==> src/rtl/decod_sched_pkg.sv <==
// Shared types and helpers for the decoder round-robin scheduler.
// Imported by the picker and the scheduler top.
package decod_sched_pkg;

  localparam int IDX_W = 4;
  localparam int N_REQ = 2 ** IDX_W;

  typedef enum logic {
    IDLE  = 1'b0,
    GRANT = 1'b1
  } state_t;

  // (idx + 1) mod N_REQ; wraps naturally at IDX_W bits
  function automatic logic [IDX_W-1:0] next_ptr(
    input logic [IDX_W-1:0] idx
  );
    return idx + 1'b1;
  endfunction

endpackage

==> src/rtl/decod_rr_sched_pick.sv <==
// Masked priority encoder: lowest set req bit at or above ptr,
// falling back to the lowest set bit overall (wrap 15 -> 0).
module rr_prio_pick
  import decod_sched_pkg::*;
(
  input  logic [N_REQ-1:0] req,
  input  logic [IDX_W-1:0] ptr,
  output logic [IDX_W-1:0] idx,
  output logic             any
);

  logic [N_REQ-1:0] mask;
  logic [N_REQ-1:0] masked;
  logic [IDX_W-1:0] idx_hi;
  logic [IDX_W-1:0] idx_lo;

  assign mask   = {N_REQ{1'b1}} << ptr;
  assign masked = req & mask;
  assign any    = |req;

  // Two searches; the masked one wins whenever it finds anything
  always_comb begin
    idx_hi = '0;
    idx_lo = '0;
    for (int i = N_REQ - 1; i >= 0; i--) begin
      if (masked[i]) idx_hi = IDX_W'(i);
      if (req[i])    idx_lo = IDX_W'(i);
    end
    idx = (|masked) ? idx_hi : idx_lo;
  end

endmodule

==> src/rtl/decod_rr_sched.sv <==
// Round-robin owner scheduler driving a 16-way one-hot decoder,
// with hold timeout and a forced idle cycle between owners.
module decod_rr_sched
  import decod_sched_pkg::*;
#(
  parameter int MAX_HOLD = 15
) (
  input  logic             clk,
  input  logic             rst,
  input  logic [N_REQ-1:0] req,
  output logic             gnt_en,
  output logic [IDX_W-1:0] gnt_sel,
  output logic             busy,
  output logic             preempt
);

  localparam int HW =
    (MAX_HOLD < 2) ? 1 : $clog2(MAX_HOLD + 1);
  localparam logic TO_EN = (MAX_HOLD != 0);
  localparam logic [HW-1:0] HOLD_MAX = HW'(MAX_HOLD);
  localparam logic [HW-1:0] HOLD_ONE = HW'(1);

  state_t           state;
  state_t           state_nx;
  logic [IDX_W-1:0] ptr;
  logic [IDX_W-1:0] ptr_nx;
  logic [IDX_W-1:0] sel_nx;
  logic [HW-1:0]    hold;
  logic [HW-1:0]    hold_nx;
  logic             en_nx;
  logic             pre_nx;
  logic [IDX_W-1:0] pick_idx;
  logic             pick_any;
  logic             own_req;
  logic             timeout;

  rr_prio_pick u_pick (
    .req (req),
    .ptr (ptr),
    .idx (pick_idx),
    .any (pick_any)
  );

  assign own_req = req[gnt_sel];
  assign timeout = TO_EN && (hold == HOLD_MAX);
  assign busy    = gnt_en;

  // Next-state and next-output decode; release beats timeout
  always_comb begin
    state_nx = state;
    ptr_nx   = ptr;
    sel_nx   = gnt_sel;
    hold_nx  = hold;
    en_nx    = 1'b0;
    pre_nx   = 1'b0;
    unique case (state)
      IDLE: begin
        if (pick_any) begin
          state_nx = GRANT;
          sel_nx   = pick_idx;
          hold_nx  = HOLD_ONE;
          ptr_nx   = next_ptr(pick_idx);
          en_nx    = 1'b1;
        end
      end
      GRANT: begin
        if (!own_req) begin
          state_nx = IDLE;
        end else if (timeout) begin
          state_nx = IDLE;
          pre_nx   = 1'b1;
        end else begin
          en_nx = 1'b1;
          if (hold != {HW{1'b1}}) hold_nx = hold + 1'b1;
        end
      end
      default: state_nx = IDLE;
    endcase
  end

  // State and registered outputs
  always_ff @(posedge clk or posedge rst) begin
    if (rst) begin
      state   <= IDLE;
      ptr     <= '0;
      hold    <= '0;
      gnt_sel <= '0;
      gnt_en  <= 1'b0;
      preempt <= 1'b0;
    end else begin
      state   <= state_nx;
      ptr     <= ptr_nx;
      hold    <= hold_nx;
      gnt_sel <= sel_nx;
      gnt_en  <= en_nx;
      preempt <= pre_nx;
    end
  end

endmodule
==> config.mk <==
export PLATFORM = sky130hd
export DESIGN_NAME = decod_rr_sched
export DESIGN_NICKNAME = d
export VERILOG_FILES = /design/src/rtl/decod_sched_pkg.sv /design/src/rtl/decod_rr_sched_pick.sv /design/src/rtl/decod_rr_sched.sv
export SDC_FILE = /design/constraint.sdc
export NUM_CORES = 1
export LEC_CHECK = 0
export ABC_CLOCK_PERIOD_IN_PS = 2040
export BUFFER_PORTS_ARGS = -buffer_cell sky130_fd_sc_hd__buf_2
export CELL_PAD_IN_SITES_DETAIL_PLACEMENT = 1
export CELL_PAD_IN_SITES_GLOBAL_PLACEMENT = 1
export CORE_MARGIN = 2
export CORE_UTILIZATION = 37
export CTS_CLUSTER_SIZE = 16
export DETAILED_ROUTE_END_ITERATION = 6
export PLACE_DENSITY = 0.84
export SYNTH_ARGS = -nofsm -noshare
export SYNTH_HDL_FRONTEND = slang
export SYNTH_SLANG_ARGS = --single-unit
==> constraint.sdc <==
create_clock -name clk -period 2.04 [get_ports clk]
set_input_delay 0.204 -clock clk [delete_from_list [all_inputs] [get_ports clk]]
set_output_delay 0.204 -clock clk [all_outputs]
set_load 0.05 [all_outputs]
Word level (Yosys, flattened, before mapping):

Index checks and enable logic that the tools add are counted.

* flip-flop bits (word level): 14
* input bits: 18
* logic and storage cells: 68
* output and inout port bits: 7

* add/subtract/negate cells: 2
* reduce and logical (&&, ||, !) cells: 4
* bitwise gates (word level): 2
* shift-type cells: 1
* $lt $le $gt $ge: 1
* equality and inequality tests: 6
* muxes and demuxes: 47

Operators by type and width (number)
* $mux W4: 37
* $reduce_or A16 Y1: 2
* $and A16 B16 Y16: 1
* $shl A16 B4 Y16 const A: 1
* $add A4 B1 Y4 const B: 2
* $pmux W4 S2: 1
* $mux W1: 7
* $lt A4 B5 Y1 const B: 1
* $bmux W1 S4: 1
* $eq A4 B4 Y1 const B: 1
* $ne A2 B1 Y1 const B: 2
* $ne A2 B2 Y1 const B: 2
* $ne A4 B4 Y1 const B: 1
* $reduce_and A4 Y1: 1
* $pmux W1 S2: 1
* $reduce_and A2 Y1: 1
* $not A1 Y1: 1

Longest topological paths before layout:

* word-level depth: 20
* mapped depth: 10
* gate-level depth less buffers: 9

Hierarchy:

Synthesis repeated with hierarchy kept, for this count alone.

* cell total of the unflattened synthesis: 188
* area total of the unflattened synthesis: 1463.9 um^2

By module, submodules not included
* decod_rr_sched: seq. area each 350.3 um^2, cells an instance 79, area an instance 825.8 um^2, times used 1
* rr_prio_pick: seq. area each 0.0 um^2, cells an instance 109, area an instance 638.1 um^2, times used 1

Worst setup path before layout:

OpenSTA, ideal clock, no wires.

* path kind: register to register
* from: register gnt_sel[0]
* to: register hold[0]
* library setup time: 155 ps
* arrival time: 2409 ps
* cell stages (with the launch flop): 8
* buffers on the path: 1
* required time: 1885 ps
* clock period less this slack: 2564 ps
* setup slack: -524 ps
* path through: dfrtp_1 -> mux4_1 -> mux4_2 -> and3_1 -> buf_6 -> or2_4 -> nor2_2 -> a31oi_1

* word-level cells in the longest chain between the ends: 4

RTL lines
* start, declared: line decod_rr_sched.sv:12 `output logic [IDX_W-1:0] gnt_sel,`
* start signal, assigned: line decod_rr_sched.sv:94 `gnt_sel <= sel_nx;`
* $bmux W1 S4: line decod_rr_sched.sv:44 `assign own_req = req[gnt_sel];`
* $mux W1 (implied by the code): line decod_rr_sched.sv:44
* $ne A2 B1 Y1 (no line)
* $reduce_and A4 Y1 (no line)
* end signal, assigned: line decod_rr_sched.sv:93 `hold <= hold_nx;`
* end, declared: line decod_rr_sched.sv:28 `logic [HW-1:0] hold;`

Every way passes these cells. The select of a mux whose other input is x is not followed.
A chain may end at the register's enable or synchronous reset.

Worst setup path in the final report:

* from: register ptr[2]
* to: register gnt_sel[0]

* word-level cells in the longest chain between the ends: 19
* elaborated cells on any way between the ends: 20
* classes of those cells: 1 x shift; 17 x mux; 1 x bitwise; 1 x reduce/logical

RTL lines
* start, declared: line decod_rr_sched.sv:25 `logic [IDX_W-1:0] ptr;`
* start signal, assigned: line decod_rr_sched.sv:92 `ptr <= ptr_nx;`
* $shl A16 B4 Y16 (*): line decod_rr_sched_pick.sv:17 `assign mask = {N_REQ{1'b1}} << ptr;`
* $and A16 B16 Y16 (*): line decod_rr_sched_pick.sv:18 `assign masked = req & mask;`
* $mux W4 (16 in a row): line decod_rr_sched_pick.sv:26 `if (masked[i]) idx_hi = IDX_W'(i);`
* $mux W4 (*): line decod_rr_sched_pick.sv:29 `idx = (|masked) ? idx_hi : idx_lo;`
* named net pick_idx[0]: line decod_rr_sched.sv:32 `logic [IDX_W-1:0] pick_idx;`

Mark *: on every way through the listed nets, which the timed path passes. The rest lies on a longest branch.

==> summary.md <==
| Metric | Value |
|---|---|
| Setup Skew | `1.81 ps` |
| Synth top area cells | `dfrtp_1, mux4_1, nor2b_1, nor2_1, nand2_1` |
| Clk root buf | `clkbuf_8` |
| R2r setup slk | `-380 ps` |
| # diodes | `0` |
| Rel. slew slack | `about a quarter` |
| Final min period | `2420 ps` |
| Sw power | `just over 2 mW` |
| #FFs+latches synth | `14` |
| Adder-cell area share of the yosys netlist | `about 1.8%` |
| Vias in the first global route | `approximately 2,000` |
| Avg Cell Area, Syn | `8.50 sq um` |
| Worst Path Required | `~2200 ps` |
| Fin area | `0.00238 sq mm` |
| Cell mode on critical path | `buf_6` |
| Main combinational cell family by area after synthesis | `compound AO/OA/AOI/OAI gates` |
| Unrepaired setup endpoints after global routing | `yes` |
| CTS Buffer Depth | `2` |
| Hold_ws | `-2.58 ps` |
| Worst-Margin Slew | `1150 ps` |
| Ys async rst share | `between 90% and 100%` |
| Worst setup EP type | `register` |
| Register clock-pin slew on the reported worst setup and hold paths | `60 ps` |
| Final Cycle Share | `119%` |
| Final setup vio count | `13` |
| WP data arrival | `2560 ps` |
| Die area | `0.00430 sq mm` |
| PwrDens | `1790 mW/mm^2` |
| EDFF count, synth | `0` |
| DP HPWL | `4400 microns` |
| Worst slack at placement | `-366 ps` |
| Fill count | `414` |
| Worst R2R Start | `ptr[2]` |
| Die W | `65.6 microns` |
| Largest stage delay, worst path | `between 400 and 500 ps` |
| Top_reg_cell synth | `dfrtp_1` |
| Failing checks | `hold timing, setup timing` |
| Synth top area share | `25.0%` |
| ANT nets after route | `0` |
| Final setup TNS | `-3330 ps` |
| Synth Net Count | `185` |
| Critical path peak fanout | `6` |
| Leakage | `1.03 nW` |
| Initial antenna violation count | `0` |
| Sequential share of the synthesized area | `25.0%` |
| First-pass GRT wire length | `10,700 microns` |
| Worst path top cell family by delay | `compound AO/OA/AOI/OAI gates` |
| Total Routing Usage GR | `34.1%` |
| FF-to-FF End | `gnt_sel[0]` |
| Comb power frac | `78.4%` |
| Via/cell ratio | `around 6.6` |
| Post-synth cell types | `51` |
| Yosys warns | `0` |
| Share of layout cells above drive strength 1 | `60.1%` |
| Flop pwr share | `around 15%` |
| 1st-pass router iterations | `4` |
| Final hold vios | `14` |
| Syn Inst Count | `approximately 170` |
| HP Class | `primary input to asynchronous set/reset pin` |
| Critical-path cell with the highest stage delay | `dfrtp_2` |
| IO buf count | `24` |
| Largest net degree at the start of global routing | `15` |
| Clk sink count | `14` |
| Cell Chain, Critical Path | `buf_6 > buf_6 > o31ai_4 > a21boi_4 > nand3b_1 > a211oi_2 > or2_4 > buf_6 > buf_6 > mux2_2` |
| Clock Latency Late Sink | `260 ps` |
| Simple logic cell fraction of the synthesized area | `23.7%` |
| Row count | `22` |
| Worst Setup Path Type | `register to register` |
| Fmax | `around 410 MHz` |
| Buf/Inv on CP | `4` |
| R2r worst-path depth | `10` |
| Initial core utilization | `38.3%` |
| I/O Pins | `25` |
| 1st-iter DRT viols | `167` |
| XOR/XNOR Fraction of Synth Area | `between 1.5 and 2%` |
| Area growth from synthesis to layout | `69.7%` |
| CTS buffer count | `3` |
| Slew Limit Fails | `0` |
| Compound-Gate Fraction of Synth Area | `~29%` |
| # nets final | `around 270` |
| PnR worst setup slack | `-379 ps` |
| CP startpoint kind | `register` |
| Power Total | `4.26 mW` |
| Total Wirelength | `~8400 microns` |
| Max-Cap Viols | `0` |
| Hold_buf cts | `0` |
| Via count | `1,960` |
| H-tree depth | `1` |
| Peak VDD IR | `between 1 and 1.5 mV` |
| GPL Wtd Cong | `0.937` |
| Core Region | `0.00366 sq mm` |
| DRC | `0` |
| GRT overflow | `0` |
| Power Internal | `2.20 mW` |
| Clock Power Share | `6.7%` |
| Status | `finished with violations` |
| TritonCTS clock tree | `done` |
| Post-Place Cell Area | `around 0.0019 sq mm` |
| Die height | `65.6 microns` |
| Synth area leader | `dfrtp_1` |
| Switching portion of total power | `48.3%` |
| Average routed wire per standard cell | `roughly 28 microns` |
| Mux contribution to synthesized area | `12.9%` |
| Syn Std Cell Area | `0.00140 sq mm` |
## cells by family after synthesis
kind of cell	Yosys count
and+or+nand+nor	64
AOI/OAI and AO/OA	54
buffers and inverters	18
DFF	14
muxes	10
xor gates and xnor gates	3
adders and majority gates	2
## stage by stage
stage | util [%] | hold slack [ps] | cells
floorplan | - | 93.1 | 165
global placement | 52.4 | 270 | 277
detailed placement | 52.4 | 283 | 277
CTS | 60.9 | 2.38 | 292
global route | 65.0 | 55.4 | 296
finish | 65.0 | -2.58 | 296
## worst reg2reg max path: stages (launching register included)
cell and delay, ps:
dfrtp_2 490, buf_6 170, buf_6 130, o31ai_4 380, a21boi_4 110, nand3b_1 160, a211oi_2 90, or2_4 300
buf_6 120, buf_6 100, mux2_2 260
## synthesized netlist by cell type, types with 3 or more instances
library cell / number
nand2b_1: 5
inv_1: 11
nor2_1: 15
nand2_1: 13
dfrtp_1: 14
a211oi_1: 3
o21ai_0: 7
nor2b_1: 10
nand3_1: 4
a31oi_1: 4
mux2_2: 3
o221ai_1: 3
a21boi_0: 6
a21oi_1: 5
buf_2: 3
or4_1: 3
o211a_1: 3
nand4_1: 4
or2_2: 6
mux4_1: 4
## cell usage in the layout (no fill, tap or decap), types with 3 or more instances in the layout
master    synthesis  final
buf_4             2     48
buf_2             3     24
nor2_1           15     14
buf_6             1     13
nand2_1          13      9
nor2b_1          10      9
inv_1            11      8
dfrtp_1          14      8
dfrtp_2           0      6
mux4_2            1      5
o21ai_0           7      5
or2_2             6      5
nand3_1           4      4
nand2b_1          5      4
nand4_1           4      4
clkbuf_8          0      4
or4_1             3      3
a21oi_1           5      3
nand2_2           0      3
o221ai_2          0      3
a31oi_2           0      3
## per-layer routing
layer,wire [microns],GRT usage (%)
met1,3110,40.3
met2,3900,59.8
met4,669,19.0
met5,0,0
met3,709,3.77
## flip-flops by register name, indices dropped and copies added (netlist names)
signal / flops
state: 1
gnt_sel: 4
preempt: 1
ptr: 4
hold: 4
## timing repair
action	CTS	global route
setup buffers	12	6
setup endpoints to repair	12	13
resized for setup	42	27
pin swaps	20	16
## how the worst max path moves through the flow
stage / to / slack (ps) / cells after the start / start
finish: gnt_sel[0] / -380 / 10 / ptr[2]
global route: gnt_sel[0] / -380 / 11 / ptr[1]
CTS: hold[0] / -170 / 6 / gnt_sel[1]
detailed placement: ptr[2] / -370 / 9 / ptr[1]
global placement: ptr[1] / -260 / 9 / ptr[2]
floorplan: hold[0] / -320 / 7 / gnt_sel[0]
## power groups by stage
| stage | Clock (mW) | Combinational (mW) | Sequential, mW |
|---|---|---|---|
| after global placement | 0 | 2.00 | 0.576 |
| after detailed placement | 0 | 2.10 | 0.594 |
| after CTS | 0.286 | 2.69 | 0.585 |
| after global routing | 0.296 | 3.44 | 0.639 |
| after floorplan | 0 | 1.14 | 0.684 |
| final | 0.287 | 3.34 | 0.634 |
## final cells by class
cell class	count	area (sq um)	area share (%)
inverter	11	43.8	1.84
timing repair buffer	86	647	27.2
multi-input combinational	133	1220	51.1
clock buffer	4	55.1	2.31
tap	48	60.1	2.52
sequential	14	358	15.0
(Power assumes the default switching activity.)
